File: src/rtl/stack_arbiter.sv
// stack_arbiter: round-robin two-port arbiter/sequencer, sole master of stack_ctrl's command port.
// Optional WAIT_ACK timeout is compiled in when STACK_ARB_TIMEOUT_EN is defined.

module stack_arbiter_checker #(
  parameter int DATA_W = 8
) (
  input logic              clk,
  input logic              rst_n,
  input logic              stk_push,
  input logic              stk_pop,
  input logic [DATA_W-1:0] stk_din,
  input logic              ack_a,
  input logic              ack_b,
  input logic              err
);

  a_no_dual_strobe: assert property (@(posedge clk) disable iff (!rst_n)
    !(stk_push && stk_pop));

  a_push_single_cycle: assert property (@(posedge clk) disable iff (!rst_n)
    stk_push |=> !stk_push);

  a_pop_single_cycle: assert property (@(posedge clk) disable iff (!rst_n)
    stk_pop |=> !stk_pop);

  a_din_idle_zero: assert property (@(posedge clk) disable iff (!rst_n)
    (!stk_push && !stk_pop) |-> (stk_din == '0));

  a_single_ack: assert property (@(posedge clk) disable iff (!rst_n)
    !(ack_a && ack_b));

  a_err_with_ack: assert property (@(posedge clk) disable iff (!rst_n)
    err |-> (ack_a || ack_b));

endmodule

module stack_arbiter #(
  parameter int DATA_W  = 8,
  parameter int TIMEOUT = 15
) (
  input  logic              clk,
  input  logic              rst_n,
  input  logic              req_a,
  input  logic              req_b,
  input  logic              op_a,
  input  logic              op_b,
  input  logic [DATA_W-1:0] wdata_a,
  input  logic [DATA_W-1:0] wdata_b,
  output logic              ack_a,
  output logic              ack_b,
  output logic              err,
  output logic [DATA_W-1:0] rdata,
  output logic              stk_push,
  output logic              stk_pop,
  output logic [DATA_W-1:0] stk_din,
  input  logic [DATA_W-1:0] stk_dout,
  input  logic              stk_pushed,
  input  logic              stk_poped,
  input  logic              stk_full,
  input  logic              stk_empty
);

  typedef enum logic [2:0] {
    ST_IDLE      = 3'd0,
    ST_ISSUE     = 3'd1,
    ST_WAIT_ACK  = 3'd2,
    ST_WAIT_DATA = 3'd3,
    ST_DONE      = 3'd4
  } state_t;

  localparam logic PORT_A = 1'b0;
  localparam logic PORT_B = 1'b1;

  state_t            state_r;
  state_t            state_nxt_s;
  logic              last_r;
  logic              grant_r;
  logic              grant_nxt_s;
  logic              op_r;
  logic              op_nxt_s;
  logic [DATA_W-1:0] wdata_r;
  logic [DATA_W-1:0] wdata_nxt_s;
  logic              err_nxt_s;
  logic              rdata_clr_s;
  logic              rdata_cap_s;
  logic              timeout_s;

  logic              ack_a_r;
  logic              ack_b_r;
  logic              err_r;
  logic [DATA_W-1:0] rdata_r;
  logic              stk_push_r;
  logic              stk_pop_r;
  logic [DATA_W-1:0] stk_din_r;

`ifdef STACK_ARB_TIMEOUT_EN
  localparam int CNT_W = (TIMEOUT < 1) ? 1 : $clog2(TIMEOUT + 1);

  logic [CNT_W-1:0] cnt_r;

  // WAIT_ACK cycle counter; held at zero outside WAIT_ACK so each entry starts fresh
  always_ff @(posedge clk or negedge rst_n) begin
    if (!rst_n) begin
      cnt_r <= '0;
    end else if (state_r != ST_WAIT_ACK) begin
      cnt_r <= '0;
    end else if (cnt_r != CNT_W'(TIMEOUT)) begin
      cnt_r <= cnt_r + CNT_W'(1);
    end else begin
      cnt_r <= cnt_r;
    end
  end

  assign timeout_s = (state_r == ST_WAIT_ACK) && (cnt_r == CNT_W'(TIMEOUT));
`else
  assign timeout_s = 1'b0;
`endif

  // FSM state register plus the latched grant, op and write data
  always_ff @(posedge clk or negedge rst_n) begin
    if (!rst_n) begin
      state_r <= ST_IDLE;
      grant_r <= PORT_B;
      op_r    <= 1'b0;
      wdata_r <= '0;
    end else begin
      state_r <= state_nxt_s;
      grant_r <= grant_nxt_s;
      op_r    <= op_nxt_s;
      wdata_r <= wdata_nxt_s;
    end
  end

  // Next-state logic: arbitration in IDLE, full/empty rejection, acknowledge tracking
  always_comb begin
    state_nxt_s = state_r;
    grant_nxt_s = grant_r;
    op_nxt_s    = op_r;
    wdata_nxt_s = wdata_r;
    err_nxt_s   = 1'b0;
    rdata_clr_s = 1'b0;
    rdata_cap_s = 1'b0;
    case (state_r)
      ST_IDLE: begin
        if (req_a || req_b) begin
          if (req_a && req_b) begin
            grant_nxt_s = ~last_r;
          end else if (req_a) begin
            grant_nxt_s = PORT_A;
          end else begin
            grant_nxt_s = PORT_B;
          end
          op_nxt_s    = (grant_nxt_s == PORT_B) ? op_b : op_a;
          wdata_nxt_s = (grant_nxt_s == PORT_B) ? wdata_b : wdata_a;
          // Rejected commands never reach stack_ctrl
          if ((op_nxt_s && stk_full) || (!op_nxt_s && stk_empty)) begin
            state_nxt_s = ST_DONE;
            err_nxt_s   = 1'b1;
            rdata_clr_s = 1'b1;
          end else begin
            state_nxt_s = ST_ISSUE;
          end
        end else begin
          state_nxt_s = ST_IDLE;
        end
      end
      ST_ISSUE: begin
        state_nxt_s = ST_WAIT_ACK;
      end
      ST_WAIT_ACK: begin
        if (op_r && stk_pushed) begin
          state_nxt_s = ST_DONE;
        end else if (!op_r && stk_poped) begin
          state_nxt_s = ST_WAIT_DATA;
        end else if (timeout_s) begin
          state_nxt_s = ST_DONE;
          err_nxt_s   = 1'b1;
          rdata_clr_s = 1'b1;
        end else begin
          state_nxt_s = ST_WAIT_ACK;
        end
      end
      ST_WAIT_DATA: begin
        rdata_cap_s = 1'b1;
        state_nxt_s = ST_DONE;
      end
      ST_DONE: begin
        state_nxt_s = ST_IDLE;
      end
      default: begin
        state_nxt_s = ST_IDLE;
      end
    endcase
  end

  // Output registers, loaded from the next state so each pulse lines up with its FSM state
  always_ff @(posedge clk or negedge rst_n) begin
    if (!rst_n) begin
      last_r     <= PORT_B;
      ack_a_r    <= 1'b0;
      ack_b_r    <= 1'b0;
      err_r      <= 1'b0;
      rdata_r    <= '0;
      stk_push_r <= 1'b0;
      stk_pop_r  <= 1'b0;
      stk_din_r  <= '0;
    end else begin
      if (state_r == ST_DONE) begin
        last_r <= grant_r;
      end else begin
        last_r <= last_r;
      end
      ack_a_r    <= (state_nxt_s == ST_DONE) && (grant_nxt_s == PORT_A);
      ack_b_r    <= (state_nxt_s == ST_DONE) && (grant_nxt_s == PORT_B);
      err_r      <= err_nxt_s;
      stk_push_r <= (state_nxt_s == ST_ISSUE) && op_nxt_s;
      stk_pop_r  <= (state_nxt_s == ST_ISSUE) && !op_nxt_s;
      stk_din_r  <= (state_nxt_s == ST_ISSUE) ? wdata_nxt_s : '0;
      if (rdata_clr_s) begin
        rdata_r <= '0;
      end else if (rdata_cap_s) begin
        rdata_r <= stk_dout;
      end else begin
        rdata_r <= rdata_r;
      end
    end
  end

  assign ack_a    = ack_a_r;
  assign ack_b    = ack_b_r;
  assign err      = err_r;
  assign rdata    = rdata_r;
  assign stk_push = stk_push_r;
  assign stk_pop  = stk_pop_r;
  assign stk_din  = stk_din_r;

  stack_arbiter_checker #(
    .DATA_W (DATA_W)
  ) u_checker (
    .clk      (clk),
    .rst_n    (rst_n),
    .stk_push (stk_push_r),
    .stk_pop  (stk_pop_r),
    .stk_din  (stk_din_r),
    .ack_a    (ack_a_r),
    .ack_b    (ack_b_r),
    .err      (err_r)
  );

endmodule

File: config.mk
export PLATFORM = sky130hd
export DESIGN_NAME = stack_arbiter
export DESIGN_NICKNAME = d
export VERILOG_FILES = /design/src/rtl/stack_arbiter.sv
export SDC_FILE = /design/constraint.sdc
export NUM_CORES = 1
export LEC_CHECK = 0
export BUFFER_PORTS_ARGS = -buffer_cell sky130_fd_sc_hd__buf_2
export CAP_MARGIN = 20
export CORE_MARGIN = 8
export CORE_UTILIZATION = 30
export CTS_BUF_LIST = sky130_fd_sc_hd__clkbuf_4 sky130_fd_sc_hd__clkbuf_8
export DETAILED_ROUTE_END_ITERATION = 8
export PLACE_DENSITY = 0.63
export SLEW_MARGIN = 20
export SYNTH_ARGS = -nofsm -noshare
export SYNTH_HDL_FRONTEND = slang
export SYNTH_SLANG_ARGS = --single-unit
export TNS_END_PERCENT = 5
File: constraint.sdc
create_clock -name clk -period 1.7 [get_ports clk]
set_input_delay 0.085 -clock clk [delete_from_list [all_inputs] [get_ports clk]]
set_output_delay 0.085 -clock clk [all_outputs]
set_load 0.005 [all_outputs]
==> metrics.md, run 1 <==
| Metric | Value |
|---|---|
| Clock latency at the later pin of the worst-skew pair | `0.26 ns` |
| Synth Warn # | `0` |
| Post-Route Utilization | `42.0%` |
| Fin. max-slew vios | `0` |
| Synth Area per Inst | `around 11 µm²` |
| Most frequent cells in the layout | `buf_2, dfrtp_1, nand2_1` |
| Commonest non-fill, non-tap cell in the layout | `buf_2` |
| Pre-antenna DRT Iters | `4` |
| First-pass GRT wire length | `4730 µm` |
| Nets | `199` |
| Placed cells | `207` |
| Largest net degree at the start of global routing | `28` |
| Hold Crit Class | `input pin to register` |
| Slowest cell on the critical path | `dfrtp_1` |
| Max_cap viols | `0` |
| Register area share after synthesis | `57.5%` |
| Post-CTS setup buffers | `0` |
| Worst Setup Start Kind | `register` |
| Chip height | `78.7 µm` |
| Top_reg_cell synth | `dfrtp_1` |
| Via count | `928` |
| WL final | `2840 µm` |
| Gate Count Post-Synth | `107` |
| DR vias/cell | `4.38` |
| Slowest cell delay on critical path | `between 0.4 and 0.5 ns` |
| Period utilization | `92.1%` |
| CP required | `1.86 ns` |
| Resize count post-CTS | `0` |
| Endpoint type of the worst setup path | `register` |
| Proportion of layout cells with a drive suffix above 1 | `between 40% and 50%` |
| Worst slew pin tran | `0.604 ns` |
| Initial antenna violation count | `0` |
| Syn Std Cell Area | `1180 µm²` |
| Sw frac | `34.1%` |
| Psw | `0.761 mW` |
| Setup TNS | `0 ns` |
| Num ports | `55` |
| Post-synth EDFFs | `0` |
| Type of the worst setup path | `register to register` |
| Final setup margin | `0.134 ns` |
| Hold slack | `around 0.016 ns` |
| FF-to-FF Start | `state_r[0]$_DFF_PN0_` |
| Final Setup Violations | `0` |
| Vias in the first global route | `1025` |
| Mapped Nets | `between 100 and 150` |
| Library cells used by synthesis | `28` |
| Slew HR | `59.8%` |
| Outcome | `complete, no violations` |
| Worst vdd rail ir drop | `0.432 mV` |
| # H-tree levels | `1` |
| RSZ-0062 raised after global routing | `no` |
| Diode count | `0` |
| Worst-path clk slew | `0.09 ns` |
| CTS buffer count | `3` |
| Rows | `22` |
| DRC | `0` |
| Core area | `around 3700 µm²` |
| R2r setup slk | `0.13 ns` |
| Port Buffer Count | `54` |
| Cell mode on critical path | `o21ai_2` |
| Place WS | `0.139 ns` |
| CP Buf/Inv Count | `1` |
| Final HPWL DP | `approximately 2300 µm` |
| Sequential Power Share | `45.8%` |
| Chip width | `78.7 µm` |
| GRT Total Usage | `9.29%` |
| Reg2Reg Depth | `5` |
| Worst path cell trace | `nor3_4 -> o21ai_2 -> or3_4 -> inv_8 -> o21ai_2` |
| Lkg Pwr | `0.859 nW` |
| Worst setup endpoint | `rdata[5]$_DFFE_PN0P_` |
| Ys async rst share | `100%` |
| Crit path max fanout | `9` |
| WP depth | `5` |
| CTS tree | `yes` |
| DR WL/cell | `~13 µm` |
| Clk root buf | `clkbuf_8` |
| Hold Fails Final Rpt | `0` |
| Top delay family on crit path | `simple AND/OR/NAND/NOR gates` |
| Clock share of power | `16.7%` |
| Clock Skew | `0.00174 ns` |
| Initial cell density of the core | `31.8%` |
| F_max | `639 MHz` |
| R2R Path End | `rdata[5]$_DFFE_PN0P_` |
| Fin cells | `between 200 and 250` |
| DRT iter0 DRCs | `15` |
| Final min period | `1.57 ns` |
| Power per Cell Area | `1430 nW/µm²` |
| Critical Path Source | `state_r[0]$_DFF_PN0_` |
| #FFs+latches synth | `27` |
| Bufs on Longest Clock Path | `2` |
| Int Pwr | `between 1 and 1.5 mW` |
| Crit path arrival time | `1.73 ns` |
| Antenna viol nets, final | `0` |
| Clk sinks | `27` |
| Routability cong. | `0.756` |
| DIE AREA | `between 6000 and 7000 µm²` |
| GR Overflow Total | `0` |
| Layout Area Growth over Synthesis | `32.1%` |
| Power share of the combinational group | `37.6%` |
-- state kept, by name, summed over array words and instances, names as in the netlist --
name,count
ack_a,1
ack_b,1
err,1
grant_r,1
last_r,1
op_r,1
rdata,8
state_r,3
stk_din,8
stk_pop,1
stk_push,1
-- final cells by class --
class	instances	area, µm²
fillers	367	2160
flip-flops and latches	27	678
multi-input cells	74	462
repair buffers	57	295
well taps	48	60.1
clock buffers	4	48.8
inverters	2	15.0
-- worst reg2reg max path, cell delays in order, from the launching register on --
cell and delay [ns]:
dfrtp_1 0.47, nor3_4 0.26, o21ai_2 0.11, or3_4 0.45, inv_8 0.11, o21ai_2 0.07
-- synthesized netlist by cell type (2+ instances only) --
| cell type | instances | area, µm² |
|---|---|---|
| nor2b_1 | 3 | 18.8 |
| dfrtp_1 | 25 | 626 |
| nand2_1 | 22 | 82.6 |
| mux2i_1 | 10 | 100 |
| buf_2 | 2 | 10.0 |
| o21ai_2 | 9 | 78.8 |
| dfstp_2 | 2 | 52.6 |
| nor2_1 | 12 | 45.0 |
| a21oi_1 | 3 | 15.0 |
-- routing by layer --
metal | track usage [%] | wire length [µm] | vias to the layer above
li1 | - | - | 468
met1 | 10.1 | 1190 | 424
met2 | 16.5 | 1430 | 32
met3 | 2.03 | 175 | 4
met4 | 5.00 | 55 | 0
met5 | 0 | 0 | -
-- power by group through the flow --
stage	clock [mW]	sequential, mW	combinational (mW)
floorplan	0	1.04	0.530
global placement	0	1.02	0.837
detailed placement	0	1.04	0.858
CTS	0.387	1.02	0.861
global route	0.415	1.05	0.946
finish	0.372	1.02	0.838
-- metrics by stage --
step                area [µm²]  power [mW]
global route              1560        2.41
CTS                       1560        2.27
finish                    1560        2.23
floorplan                 1180        1.57
detailed placement        1500        1.89
global placement          1500        1.86
-- cells by family after synthesis --
kind of cell / count (synthesis) / synth area share, %
AO/OA/AOI/OAI: 18 / 11.9
multiplexers: 11 / 9.44
buffers and inverters: 6 / 3.39
flip-flops: 27 / 57.5
AND/OR/NAND/NOR: 45 / 17.8
-- worst min-delay path by stage --
stage | startpoint | endpoint | slack, ns | cells after the start
floorplan | rst_n | ack_a$_DFF_PN0_ | -0.21 | 0
global placement | rst_n | stk_pop$_DFF_PN0_ | 0.12 | 1
detailed placement | rst_n | stk_pop$_DFF_PN0_ | 0.13 | 1
CTS | stk_dout[4] | rdata[4]$_DFFE_PN0P_ | 0.008 | 3
global route | stk_dout[5] | rdata[5]$_DFFE_PN0P_ | 0.02 | 3
finish | stk_dout[4] | rdata[4]$_DFFE_PN0P_ | 0.02 | 3
-- what timing repair did --
item / 4_1_cts / 5_1_grt
hold buffers: 1 / 0
endpoints found under the hold margin: 25 / 0
setup endpoints to repair: 0 / 0
Power figures use the tool's default switching activity.
==> run 2: changes to the inputs <==
Settings changed: GPL_ROUTABILITY_DRIVEN set to 0, PLACE_DENSITY 0.63 to unset, PLACE_DENSITY_LB_ADDON set to 0.12.
==> metrics.md, run 2 (synthesis results as in run 1) <==
| Metric | Value |
|---|---|
| Fin. max-slew vios | `0 (unchanged)` |
| Crit path arrival time | `1.75 ns (was 1.73 ns)` |
| GRT Total Usage | `8.68% (was 9.29%)` |
| DIE AREA | `6200 µm² (unchanged)` |
| WL final | `2740 µm (was 2840 µm)` |
| Diode count | `0 (unchanged)` |
| Layout Area Growth over Synthesis | `31.3% (was 32.1%)` |
| Slew HR | `60.4% (was 59.8%)` |
| Worst vdd rail ir drop | `0.616 mV (was 0.432 mV)` |
| DRT iter0 DRCs | `37 (was 15)` |
| Bufs on Longest Clock Path | `2 (unchanged)` |
| Post-CTS setup buffers | `0 (unchanged)` |
| Largest net degree at the start of global routing | `28 (unchanged)` |
| Final HPWL DP | `2180 µm (was 2310 µm)` |
| CTS buffer count | `3 (unchanged)` |
| Hold buffer count at cts | `1 (unchanged)` |
| Nets | `198 (was 199)` |
| Place WS | `0.124 ns (was 0.139 ns)` |
| Chip width | `78.7 µm (unchanged)` |
| Endpoint type of the worst setup path | `register (unchanged)` |
| Num ports | `55 (unchanged)` |
| Clk sinks | `27 (unchanged)` |
| DR WL/cell | `13.0 µm (was 13.4 µm)` |
| Power per Cell Area | `1420 nW/µm² (was 1430 nW/µm²)` |
| Commonest non-fill, non-tap cell in the layout | `buf_2 (unchanged)` |
| Hold Path Depth | `3 (unchanged)` |
| Antenna viol nets, final | `0 (unchanged)` |
| Period utilization | `92.7% (was 92.1%)` |
| F_max | `634 MHz (was 639 MHz)` |
| Max_cap viols | `0 (unchanged)` |
| DRC | `0 (unchanged)` |
| Initial cell density of the core | `31.8% (unchanged)` |
| CTS tree | `yes (unchanged)` |
| DR vias/cell | `4.53 (was 4.38)` |
| Worst slew pin tran | `0.595 ns (was 0.604 ns)` |
| Worst-path clk slew | `0.09 ns (about the same)` |
| Worst Setup Start Kind | `register (unchanged)` |
| CP required | `1.87 ns (was 1.86 ns)` |
| Chip height | `78.7 µm (unchanged)` |
| Type of the worst setup path | `register to register (unchanged)` |
| GR Overflow Total | `0 (unchanged)` |
| Setup TNS | `0 ns (unchanged)` |
| Core area | `3720 µm² (unchanged)` |
| Final Setup Violations | `0 (unchanged)` |
| Seq. cell area | `678 µm² (unchanged)` |
| Most frequent cells in the layout | `buf_2, dfrtp_1, nand2_1 (unchanged)` |
| # H-tree levels | `1 (unchanged)` |
| Multi-input logic area | `462 µm² (unchanged)` |
| Final min period | `1.58 ns (was 1.57 ns)` |
| Via count | `955 (was 928)` |
| Outcome | `complete, no violations (unchanged)` |
| Reg2Reg Depth | `5 (unchanged)` |
| Port Buffer Count | `54 (unchanged)` |
| Crit path max fanout | `9 (unchanged)` |
| Final setup margin | `0.124 ns (was 0.134 ns)` |
| Hold Fails Final Rpt | `0 (unchanged)` |
| Vias in the first global route | `959 (was 1025)` |
| Clock latency at the later pin of the worst-skew pair | `0.27 ns (was 0.26 ns)` |
| Hold Crit Class | `input pin to register (unchanged)` |
| Clock Skew | `0.00487 ns (was 0.00174 ns)` |
| First-pass GRT wire length | `4400 µm (was 4730 µm)` |
| Tot Pwr | `2.20 mW (was 2.23 mW)` |
| Resize count post-CTS | `0 (unchanged)` |
| Proportion of layout cells with a drive suffix above 1 | `47.2% (was 47.6%)` |
| Rows | `22 (unchanged)` |
| Clk root buf | `clkbuf_8 (unchanged)` |
| RSZ-0062 raised after global routing | `no (unchanged)` |
| Lkg Pwr | `0.853 nW (was 0.859 nW)` |
| # fillers | `372 (was 367)` |
| Pre-antenna DRT Iters | `4 (unchanged)` |
| Initial antenna violation count | `0 (unchanged)` |
[run 2: cell count changes in the layout (fill, tap and decap cells not counted)]
cell,before,now
buf_4,2,1
clkbuf_4,1,0
clkinv_2,0,1
[run 2: area by class of cell]
cell class | instances | area share, %
clock inverters | 1 | 0.323
inverters | 2 | 0.969
multi-input cells | 74 | 29.8
well taps | 48 | 3.88
flip-flops and latches | 27 | 43.8
clock buffers | 3 | 2.67
repair buffers | 56 | 18.6
[run 2: worst paths after layout]
path	from	endpoint	slack (ns)
worst max-delay path	state_r[0]$_DFF_PN0_	rdata[0]$_DFFE_PN0P_	0.12
max in group asynchronous	rst_n	stk_din[4]$_DFF_PN0_	0.96
worst min-delay path	stk_dout[6]	rdata[6]$_DFFE_PN0P_	0.009
worst max register to register	state_r[0]$_DFF_PN0_	rdata[0]$_DFFE_PN0P_	0.12
min in group asynchronous	rst_n	rdata[2]$_DFFE_PN0P_	0.35
worst min register to register	op_r$_DFF_PN0_	op_r$_DFF_PN0_	0.52
[run 2: power by group]
part | internal (mW) | switching, mW
sequential | 0.887 | 0.127
clock | 0.164 | 0.198
combinational | 0.388 | 0.435
total | 1.44 | 0.760
[run 2: routing by layer]
| metal | vias to the layer above | global-route usage (%) | part of all wire (%) |
|---|---|---|---|
| li1 | 467 | - | - |
| met1 | 456 | 9.71 | 41 |
| met2 | 30 | 14.7 | 49 |
| met3 | 2 | 3.15 | 8.8 |
| met4 | 0 | 3.33 | 0.69 |
| met5 | - | 0 | 0 |
[run 2: worst max-delay path, stage by stage, from the launching register on]
cell and delay, ns:
dfrtp_1 0.48, nor3_4 0.26, o21ai_2 0.10, or3_4 0.45
inv_8 0.11, o21ai_2 0.06
[run 2: through the flow]
stage / hold slack, ns / util (%) / instances / area (µm²)
final: 0.00857 / 41.7 / 211 / 1550
after global routing: 0.00253 / 41.7 / 211 / 1550
after CTS: 0.00548 / 41.7 / 211 / 1550
after detailed placement: 0.128 / 40.2 / 206 / 1490
after global placement: 0.128 / 40.2 / 206 / 1490
after floorplan: -0.211 / - / 107 / 1180
